===== src/rtl/lfsr_pkg.sv =====
// Shared definitions for the LFSR offset finder and its step function:
// word width, maximal-length period and the finder FSM state encodings.
package lfsr_pkg;

    localparam int LFSR_WIDTH      = 17;
    localparam int LFSR_PERIOD_MAX = 131071;

    typedef logic [LFSR_WIDTH-1:0] lfsr_word_t;

    typedef enum logic [1:0] {
        IDLE   = 2'd0,
        LOAD   = 2'd1,
        SEARCH = 2'd2
    } finder_state_t;

endpackage


===== src/rtl/lfsr_step.sv =====
// One LFSR step: shift left by one, feedback (parity of value & polynomial)
// enters at the LSB. Purely combinational; shared with the LFSR generator so
// both blocks agree on what "one iteration" means.
module lfsr_step
    import lfsr_pkg::*;
(
    input  logic [LFSR_WIDTH-1:0] value,
    input  logic [LFSR_WIDTH-1:0] polynomial,
    output logic [LFSR_WIDTH-1:0] next_value
);

    // Shift left, XOR-reduced tapped bits become the new LSB.
    always_comb begin
        next_value = {value[LFSR_WIDTH-2:0], ^(value & polynomial)};
    end

endmodule


===== src/rtl/lfsr_offset_finder.sv =====
// Finds the iteration index of a target word in the LFSR sequence that starts
// at a given seed. One state compared per cycle; the seed (index 0) is
// compared in the LOAD cycle so that a match at index k ends after edge k+2.
//
// Optional feature: define LFSR_OFFSET_DUAL_STEP_EN to compare two
// consecutive states per cycle (index count and count+1) and advance by two.
//
// Handshake: start is a level sampled only in IDLE; busy is high in LOAD and
// SEARCH; done pulses for one cycle as the FSM returns to IDLE, and found and
// offset are valid from that cycle until the next accepted start. abort is
// only acted upon in SEARCH and ends the search without a done pulse.
module lfsr_offset_finder
    import lfsr_pkg::*;
#(
    parameter int MAX_ITER = LFSR_PERIOD_MAX
) (
    input  logic                  clk_96MHz,
    input  logic                  reset,
    input  logic [LFSR_WIDTH-1:0] polynomial,
    input  logic [LFSR_WIDTH-1:0] start_data,
    input  logic [LFSR_WIDTH-1:0] target,
    input  logic                  start,
    input  logic                  abort,
    output logic                  busy,
    output logic                  done,
    output logic                  found,
    output logic [LFSR_WIDTH-1:0] offset
);

    // Highest index ever compared.
    localparam lfsr_word_t LAST_IDX  = lfsr_word_t'(MAX_ITER - 1);
    // With a single state to compare, the seed check in LOAD is the whole search.
    localparam logic       ONE_STATE = (MAX_ITER == 1);

    finder_state_t state, state_d;

    lfsr_word_t value_q,  value_d;
    lfsr_word_t count_q,  count_d;
    lfsr_word_t poly_q,   poly_d;
    lfsr_word_t seed_q,   seed_d;
    lfsr_word_t target_q, target_d;
    lfsr_word_t offset_q, offset_d;
    logic       found_q,  found_d;
    logic       done_q,   done_d;

    // In LOAD the step chain starts from the seed, in SEARCH from value.
    lfsr_word_t step_in;
    lfsr_word_t step1;

    assign step_in = (state == LOAD) ? seed_q : value_q;

    lfsr_step u_step1 (
        .value      (step_in),
        .polynomial (poly_q),
        .next_value (step1)
    );

`ifdef LFSR_OFFSET_DUAL_STEP_EN
    // Up to two states may be compared in the LOAD cycle, so the LOAD
    // timeout covers MAX_ITER of one or two.
    localparam logic TWO_OR_LESS = (MAX_ITER <= 2);

    lfsr_word_t             step2;
    logic [LFSR_WIDTH:0]    count_p1;

    assign count_p1 = {1'b0, count_q} + {{LFSR_WIDTH{1'b0}}, 1'b1};

    lfsr_step u_step2 (
        .value      (step1),
        .polynomial (poly_q),
        .next_value (step2)
    );
`endif

    // State and datapath registers; everything clears on reset.
    always_ff @(posedge clk_96MHz or posedge reset) begin
        if (reset) begin
            state    <= IDLE;
            value_q  <= '0;
            count_q  <= '0;
            poly_q   <= '0;
            seed_q   <= '0;
            target_q <= '0;
            offset_q <= '0;
            found_q  <= 1'b0;
            done_q   <= 1'b0;
        end else begin
            state    <= state_d;
            value_q  <= value_d;
            count_q  <= count_d;
            poly_q   <= poly_d;
            seed_q   <= seed_d;
            target_q <= target_d;
            offset_q <= offset_d;
            found_q  <= found_d;
            done_q   <= done_d;
        end
    end

    // Next-state and next-datapath logic; done defaults low so it pulses once.
    always_comb begin
        state_d  = state;
        value_d  = value_q;
        count_d  = count_q;
        poly_d   = poly_q;
        seed_d   = seed_q;
        target_d = target_q;
        offset_d = offset_q;
        found_d  = found_q;
        done_d   = 1'b0;

        case (state)
            IDLE: begin
                if (start) begin
                    poly_d   = polynomial;
                    seed_d   = start_data;
                    target_d = target;
                    found_d  = 1'b0;
                    offset_d = '0;
                    state_d  = LOAD;
                end
            end

            LOAD: begin
`ifdef LFSR_OFFSET_DUAL_STEP_EN
                if (seed_q == target_q) begin
                    offset_d = '0;
                    found_d  = 1'b1;
                    done_d   = 1'b1;
                    state_d  = IDLE;
                end else if (!ONE_STATE && (step1 == target_q)) begin
                    offset_d = lfsr_word_t'(1);
                    found_d  = 1'b1;
                    done_d   = 1'b1;
                    state_d  = IDLE;
                end else if (TWO_OR_LESS) begin
                    found_d  = 1'b0;
                    done_d   = 1'b1;
                    state_d  = IDLE;
                end else begin
                    value_d  = step2;
                    count_d  = lfsr_word_t'(2);
                    state_d  = SEARCH;
                end
`else
                if (seed_q == target_q) begin
                    offset_d = '0;
                    found_d  = 1'b1;
                    done_d   = 1'b1;
                    state_d  = IDLE;
                end else if (ONE_STATE) begin
                    found_d  = 1'b0;
                    done_d   = 1'b1;
                    state_d  = IDLE;
                end else begin
                    value_d  = step1;
                    count_d  = lfsr_word_t'(1);
                    state_d  = SEARCH;
                end
`endif
            end

            SEARCH: begin
                if (abort) begin
                    state_d = IDLE;
                end else if (value_q == target_q) begin
                    offset_d = count_q;
                    found_d  = 1'b1;
                    done_d   = 1'b1;
                    state_d  = IDLE;
`ifdef LFSR_OFFSET_DUAL_STEP_EN
                end else if ((count_p1 <= {1'b0, LAST_IDX}) && (step1 == target_q)) begin
                    offset_d = count_p1[LFSR_WIDTH-1:0];
                    found_d  = 1'b1;
                    done_d   = 1'b1;
                    state_d  = IDLE;
                end else if (count_p1 >= {1'b0, LAST_IDX}) begin
                    found_d  = 1'b0;
                    done_d   = 1'b1;
                    state_d  = IDLE;
                end else begin
                    value_d  = step2;
                    count_d  = count_q + lfsr_word_t'(2);
                end
`else
                end else if (count_q == LAST_IDX) begin
                    found_d  = 1'b0;
                    done_d   = 1'b1;
                    state_d  = IDLE;
                end else begin
                    value_d  = step1;
                    count_d  = count_q + lfsr_word_t'(1);
                end
`endif
            end

            default: begin
                state_d = IDLE;
            end
        endcase
    end

    assign busy   = (state != IDLE);
    assign done   = done_q;
    assign found  = found_q;
    assign offset = offset_q;

endmodule


===== config.mk =====
export PLATFORM = sky130hd
export DESIGN_NAME = lfsr_offset_finder
export DESIGN_NICKNAME = d
export VERILOG_FILES = /design/src/rtl/lfsr_pkg.sv /design/src/rtl/lfsr_step.sv /design/src/rtl/lfsr_offset_finder.sv
export SDC_FILE = /design/constraint.sdc
export NUM_CORES = 1
export LEC_CHECK = 0
export BUFFER_PORTS_ARGS = -buffer_cell sky130_fd_sc_hd__buf_2
export CAP_MARGIN = 10
export CORE_UTILIZATION = 45
export DETAILED_ROUTE_END_ITERATION = 8
export PLACE_DENSITY = 0.62
export SYNTH_ARGS = -nofsm -noshare
export SYNTH_HDL_FRONTEND = slang
export SYNTH_SLANG_ARGS = --single-unit

===== constraint.sdc =====
create_clock -name clk_96MHz -period 4.78 [get_ports clk_96MHz]
set_input_delay 0.956 -clock clk_96MHz [delete_from_list [all_inputs] [get_ports clk_96MHz]]
set_output_delay 0.956 -clock clk_96MHz [all_outputs]
set_load 0.1 [all_outputs]

==> impl_summary.md, run 1 <==
Synth
The share of async-settable or async-resettable flops after synthesis is 1.000. The synthesis warning total is 0. The synthesized design contains about 110 register bits.

For this run, the register share of the synthesized area comes to 0.5056. The synthesized netlist contains between 40 and 50 unique library cells. The total standard cell area after synthesis is ~5200 µm². Synthesis produced a netlist whose cell count is between 400 and 500. The number of nets produced by synthesis is 490. The synthesized area divided by synthesized cell count is 12.23 µm². Yosys mapped a number of flops with a built-in enable equal to 0. For this run, the leading register cell type out of synthesis is sky130_fd_sc_hd__dfrtp_1.

Final layout
At the end of the flow, the number of nets in the layout was approximately 560. The library cell used most frequently in the layout, excluding fill and tap cells, is sky130_fd_sc_hd__dfrtp_1. Of the cells placed in the final design, the portion with a size suffix greater than 1 is 0.3380. The filler cells instantiated in the layout total ~1,000. The area growth from synthesis to layout is 14.02%. The area occupied by multi-input gates is roughly 2400 µm². The storage element area is ~2700 µm². The library cells used most frequently in the layout, excluding fill and tap cells, are 106 x sky130_fd_sc_hd__dfrtp_1, 74 x sky130_fd_sc_hd__buf_2, 65 x sky130_fd_sc_hd__mux2_2. The number of antenna diodes in the final layout is 0.

Run
Max-cap violations in this run came to 0.

Clock tree
The tree built by TritonCTS fans out to roughly 110 sinks. The clock reaches the later pin of the worst-skew pair after 0.35 ns. The clock passes through at most 2 buffers. The TritonCTS clock tree is yes. The CTS buffer count is 9. The hold buffer count at cts is 0.

In this run the clock root is driven by a sky130_fd_sc_hd__clkbuf_16. In this run the number of H-tree levels came out at 3. The post-cts resize count is 0. Post-CTS timing repair inserted 0 buffers for setup. The post-CTS clock slew at the launch and capture registers of the worst setup and hold paths is 0.07 ns.

GRT
The met1 routing resource usage after global routing is 0.2422. The pin count of the biggest net entering global routing is approximately 80. The number of global-route vias before repair is between 3,000 and 4,000. The most utilized layer in the global route result is met2. The number of antenna violations at the first check in global routing is 0.

The global-route total usage across every layer is 0.1970. The met3 global-route usage is 0.03998. The global-route congestion overflow total is 0. The met2 track utilization from global routing is 0.3353. The global-route wire length before repair is approximately 18,000 µm.

Power and ir drop
The net switching fraction of the power is 0.3601. Summed over all nets, the switching power comes to approximately 1.5 mW. The combinational share of power is 0.434. Summing internal, switching and leakage power gives just over 4 mW. The total leakage power is approximately 2.7 nW. The peak supply drop is 0.3492 mV. The portion of total power attributed to sequential cells is 0.379. The power per standard cell area is ~680 nW/µm². The share of total power dissipated in the clock network is 0.187. Cell internal power was estimated by the tool at 2.596 mW.

Timing
The worst clock skew is between 0.009 and 0.01 ns. The worst max-slew margin expressed relative to the limit is 0.3298. Based on the critical path, the design can be clocked at up to approximately 0.33 GHz.

The number of hold violations in the final report is 0. Setup violations remaining at the end of the flow were counted as 0. Setup repair after global routing left no endpoint under its margin.

The slew at the pin closest to its max-slew limit is around 1.0 ns. The post-route fraction of the period consumed by the critical path is 0.6365. After routing, the total negative slack on setup checks comes to 0 ns. The max-slew violation count is 0. After layout, the minimum clock period comes to 3.042 ns.

Route
The post-route antenna net violation count is 0. The first routing iteration left between 100 and 150 violations. Wires add up to 10,570 µm. The pre-antenna-repair detailed-routing pass consisted of 4 iterations. The routed length per placed instance is 16.44 µm.

The detail-routed via count per cell is between 5 and 6. The routed via count is about 3,400. The count of unresolved DRC violations after routing is 0.

Worst setup path
The library cell contributing the largest single delay on the critical path is sky130_fd_sc_hd__ha_1. The maximum fanout encountered on the critical timing path is 21. The start point of the critical path is state[1]. STA classifies the critical path endpoint as a flop. The worst flop-to-flop path startpoint is state[1]. The largest stage delay on the critical path is 0.80 ns. The arrival time at the worst endpoint is roughly 3.3 ns.

The worst setup path category is reg -> reg. The signal on the critical path passes through inv_1, ha_1, mux2_2, nand2_1, xor2_1, xnor2_1, xnor3_1, xnor2_1, mux2_2. Data on the critical path is required at its endpoint by 5.02 ns. The kind of start point of the critical path is a flop.

Floorplan
From left edge to right edge, the die measures 110.0 µm. The die covers 12,090 µm². The initialized floorplan defines 39 standard-cell rows. The floorplan step defined a core boundary enclosing 11,370 µm². The initial core utilization is 0.4614. The count of pins on the block boundary is 75. The overall die height is approximately 110 µm.

Placed design
In this run the tool buffered the top-level ports with 74 buffer cells. The weighted congestion at the end of routability-driven global placement is 0.7889. Once detailed placement completed, the half-perimeter wirelength came to 7722 µm.

Status
The run finished with clean final reports.

Min path
The type of the worst min-delay path is reg -> reg. The source of the worst hold timing path is offset[4].
power groups by stage:
stage | Sequential (mW) | Clock (mW) | Combinational [mW]
detailed placement | 1.56 | 0 | 1.79
finish | 1.54 | 0.758 | 1.76
CTS | 1.54 | 0.781 | 1.79
floorplan | 1.47 | 0 | 1.51
global route | 1.59 | 0.813 | 1.96
global placement | 1.54 | 0 | 1.76
flip-flops by register name, summed over array words and instances (netlist names):
register / count
count_q: 17
offset: 17
poly_q: 17
seed_q: 17
target_q: 17
value_q: 17
state: 2
done: 1
found: 1
metrics by stage:
step / util / hold slack [ns] / cell area [µm²] / setup WS [ns] / instances
final: 0.5261 / 0.4979 / 5982 / 1.738 / 643
after global routing: 0.5261 / 0.5221 / 5982 / 1.545 / 643
after CTS: 0.5261 / 0.5054 / 5982 / 1.712 / 643
after detailed placement: 0.4992 / 0.4889 / 5675 / 1.712 / 627
after global placement: 0.4992 / 0.4820 / 5675 / 1.767 / 627
after floorplan: - / 0.4712 / 5246 / 1.035 / 429
kinds of logic (layout without fill, tap and decap cells):
kind of cell    Yosys count  count (layout)  share of synthesized area
flops                   106             106                     0.5056
simple gates             83              83                    0.08085
buf+inv                  31             102                    0.03386
compound gates           69              69                    0.09778
mux                      85              85                     0.1832
xor+xnor                 49              49                    0.08443
fa+ha+maj                 6               6                    0.01431
per-layer routing:
layer  share of wire  up-vias
met4           0.019        0
met2            0.50       57
met3           0.035       16
met5               0        -
met1            0.45     1713
li1                -     1653
cell usage after synthesis, drive strengths merged (2+ instances only):
library cell | instances | area, µm²
a21oi | 4 | 23.77
nor3 | 4 | 20.02
dfrtp | 106 | 2653
nand2b | 3 | 18.77
nand2 | 31 | 116.4
a31oi | 5 | 31.28
mux2i | 3 | 30.03
nor2 | 9 | 33.78
inv | 10 | 37.53
nand4 | 8 | 50.05
o31ai | 9 | 67.56
and4 | 2 | 17.52
xor2 | 8 | 70.07
nor2b | 4 | 25.02
o21ai | 24 | 123.9
nor4 | 3 | 31.28
and2 | 5 | 31.28
clkbuf | 7 | 27.52
a22o | 17 | 148.9
and3 | 3 | 18.77
xnor2 | 40 | 350.3
or2 | 2 | 12.51
a41o | 2 | 20.02
ha | 6 | 75.07
mux2 | 82 | 930.9
nand3 | 8 | 40.04
buf | 14 | 112.6
critical path, delay by kind of cell, from the launching register on:
kind	cells	cell delay [ns]
XOR/XNOR	4	0.84
adder cells (fa/ha/maj)	1	0.80
buffers and inverters	1	0.10
flip-flops	1	0.41
multiplexers	2	0.70
AND/OR/NAND/NOR	1	0.08
worst paths after layout:
kind | slack (ns) | endpoint | cells after the start
min | 0.50 | offset[4] | 1
min in group asynchronous | 0.81 | found | 2
min reg2reg | 0.50 | offset[4] | 1
max | 1.74 | value_q[0] | 9
max in group asynchronous | 3.04 | value_q[2] | 3
max reg2reg | 1.74 | value_q[0] | 9
final cells by class:
class                   count  share of cell area
clock buffers              12             0.04288
flip-flops and latches    106              0.4434
well taps                 143             0.02991
repair buffers             76             0.06442
inverters                  10            0.006693
multi-input cells         292              0.4043
clock inverters             4            0.008366
No activity file was read; power rests on OpenSTA's default activity.
==> run 2: changes to the inputs <==
==> constraint.sdc (replaced) <==
create_clock -name clk_96MHz -period 3 [get_ports clk_96MHz]
set_input_delay 0.6 -clock clk_96MHz [delete_from_list [all_inputs] [get_ports clk_96MHz]]
set_output_delay 0.6 -clock clk_96MHz [all_outputs]
set_load 0.1 [all_outputs]
==> impl_summary.md, run 2 (same netlist as run 1, synthesis figures left out) <==
Status
The run finished with clean final reports.

Placed design
The worst setup slack after placement was 0.3627 ns (-1.350 ns). The number of cells after detailed placement is 636 (+1.4%). The weighted congestion at the end of routability-driven global placement is 0.7936 (+0.60%). The count of input and output buffers came to 74 (unchanged). The HPWL reported at the end of detailed placement is 7909 µm (+2.4%). The placement-stage cell area was 5757 µm² (+1.4%).

Clock tree
The maximum clock insertion buffer count came to 2 (unchanged). The number of setup buffers added after CTS is 0 (unchanged). The clock insertion delay at the later pin of the skew report came to 0.35 ns (about the same). The post-CTS clock slew at the launch and capture registers of the worst setup and hold paths was 0.07 ns (about the same).

The post-cts resize count is 0 (unchanged). The buffer type at the clock tree root is sky130_fd_sc_hd__clkbuf_16. TritonCTS built the clock tree. The CTS buffer count is 9 (unchanged). The count of clock tree sinks is 106 (unchanged).

The hold buffer count at cts is 0 (unchanged). The H-tree depth came to 3 (unchanged).

Final layout
The area growth from synthesis to layout is 15.48%. The area occupied by multi-input gates came to 2419 µm² (unchanged). The fraction of final layout cells sized beyond drive strength 1 is 0.3445 (+0.006488). The storage element area was 2653 µm² (unchanged). The final layout net count is 565 (+1.6%). The number of inserted filler cells in the final layout came to 1,016 (+2.0%). The count of non-filler cells in the finished layout is 651 (+1.2%). The top cell types in the final layout, fill and taps aside, are 106 x sky130_fd_sc_hd__dfrtp_1, 74 x sky130_fd_sc_hd__buf_2, 65 x sky130_fd_sc_hd__mux2_2. The most frequent standard cell in the layout excluding fill and tap cells is sky130_fd_sc_hd__dfrtp_1. The cell area after layout was 6058 µm² (+1.3%). The number of inserted diodes came to 0 (unchanged).

Floorplan
The count of pins on the block boundary is 75 (unchanged). The overall die height is 110.0 µm (unchanged). The cell row count is 39 (unchanged). The die span in x is 110.0 µm (unchanged). The initial core utilization was 0.4614 (unchanged). The die area was 12,090 µm² (unchanged).

The area of the core region was 11,370 µm² (unchanged).

GRT
The number of antenna violations at the first check in global routing came to 0 (unchanged). The number of global-route vias before repair is 3,581 (+2.1%). The global-route total usage across every layer is 0.1958 (-0.001275). The global-route congestion overflow total was 0 (unchanged).

The global-route wire length before repair came to 17,710 µm (+0.75%). The pin count of the biggest net entering global routing is 72 (-11%).

Worst setup path
The start point of the critical path is state[1]. Counting stages on the worst path, the most repeated cell is sky130_fd_sc_hd__xnor2_1. The largest stage delay on the critical path is 0.41 ns (-0.39 ns).

The slack of the worst reg-to-reg path is 0.37 ns (-1.37 ns). Walking the worst path, the cells encountered are inv_1, ha_1, buf_4, mux2_1, nand2_1, xnor2_1, xnor2_1, xnor3_1, xnor2_1, mux2_2. The worst flop-to-flop path startpoint is state[1]. The worst setup path is launched from a flop.

The worst path required time came to 3.24 ns (-1.78 ns). The arrival time at the worst endpoint is 2.86 ns (-0.42 ns). STA classifies the critical path endpoint as a flop. The dominant delay contributor by cell family on the critical path is XOR/XNOR gates. The maximum fanout encountered on the critical timing path was 21 (unchanged). For this design, the slowest cell found on the critical path is sky130_fd_sc_hd__dfrtp_1. The total buffers and inverters traversed by the critical path was 2 (+1).

By startpoint and endpoint, the worst setup path is classified as reg -> reg.

Timing
The final setup violation count is 0 (unchanged). The worst clock skew came to 0.003954 ns (-0.005612 ns). The time the final worst path needs with I/O delays and setup is 2.628 ns (-0.4148 ns).

The final worst-path setup slack is 0.3725 ns (-1.365 ns). The number of hold violations in the final report is 0 (unchanged). The slew at the pin closest to its max-slew limit is 0.6995 ns (-0.3058 ns). The worst max-slew margin expressed relative to the limit is 0.5336 (+0.2038). The max-slew violation count was 0 (unchanged). Setup repair after global routing left no endpoint under its margin. The post-route fraction of the period consumed by the critical path is 0.8758 (+0.2394). The setup TNS after final layout came to 0 ns (unchanged). The highest clock rate is 0.3806 GHz (+16%).

Route
The detail-routed via count per cell is 5.364 (+0.29%). The routed via count is 3,492 (+1.5%). The routed length per placed instance is 16.77 µm (+2.1%). The aggregate routed wire length is 10,920 µm (+3.3%). The count of unresolved DRC violations after routing is 0 (unchanged). The post-route antenna net violation count is 0 (unchanged). The initial DRC count was 150 (+32%). The first-pass detailed-route iteration total was 4 (unchanged).

Min path
The type of the worst min-delay path is in -> async.

Power and ir drop
The total power consumption of the routed design was 6.546 mW (+61%). The peak supply drop is 0.5131 mV (+47%). The power per standard cell area is 1081 nW/µm² (+59%). The total leakage power was 2.710 nW (+1.7%).

Run
The number of max-cap violations is 0 (unchanged).
-- run 2: cell types whose count changed in the layout (fill, tap and decap cells not counted) --
cell | before | now
sky130_fd_sc_hd__buf_12 | 0 | 1
sky130_fd_sc_hd__buf_4 | 2 | 10
sky130_fd_sc_hd__bufinv_16 | 1 | 2
sky130_fd_sc_hd__clkbuf_1 | 1 | 3
sky130_fd_sc_hd__clkbuf_8 | 2 | 0
sky130_fd_sc_hd__clkinvlp_4 | 2 | 1
sky130_fd_sc_hd__inv_4 | 1 | 0
-- run 2: layer usage --
layer / routed length, µm / GRT usage / vias to the layer above / part of all wire
met4: 220 / 0.07810 / 0 / 0.020
met2: 5543 / 0.3406 / 78 / 0.51
met1: 4726 / 0.2369 / 1724 / 0.43
met5: 0 / 0 / - / 0
li1: - / - / 1672 / -
met3: 429 / 0.03998 / 18 / 0.039
-- run 2: final timing paths --
path | end | cells after the start
setup reg to reg | value_q[0] | 10
hold / removal | state[1] | 3
min in group clk_96MHz | seed_q[7] | 2
hold reg to reg | offset[2] | 1
setup / recovery | value_q[0] | 10
max in group asynchronous | count_q[9] | 3
-- run 2: stage by stage --
stage,util,hold slack [ns]
global route,0.5328,0.4070
CTS,0.5328,0.3754
finish,0.5328,0.3643
global placement,0.5063,0.4818
floorplan,-,0.4712
detailed placement,0.5063,0.4900
-- run 2: cell type report --
cell class / count / area share
Inverter: 10 / 0.006815
Tap cell: 143 / 0.02953
Clock inverter: 3 / 0.01074
Multi-Input combinational cell: 292 / 0.3992
Sequential cell: 106 / 0.4378
Timing Repair Buffer: 85 / 0.07683
Clock buffer: 12 / 0.03903
-- run 2: report_power, final --
| part | switching (mW) | leakage, nW | total, mW | internal, mW |
|---|---|---|---|---|
| registers | 0.497 | 1.33 | 2.44 | 1.95 |
| logic | 1.33 | 1.23 | 2.87 | 1.54 |
| clock network | 0.506 | 0.147 | 1.23 | 0.727 |
-- run 2: worst register-to-register path, delay by kind of cell, from the launching register on --
family	cells	cell delay, ns
buffers and inverters	2	0.40
adder cells (fa/ha/maj)	1	0.15
multiplexers	2	0.64
XOR/XNOR	4	0.82
AND/OR/NAND/NOR	1	0.09
flip-flops	1	0.41
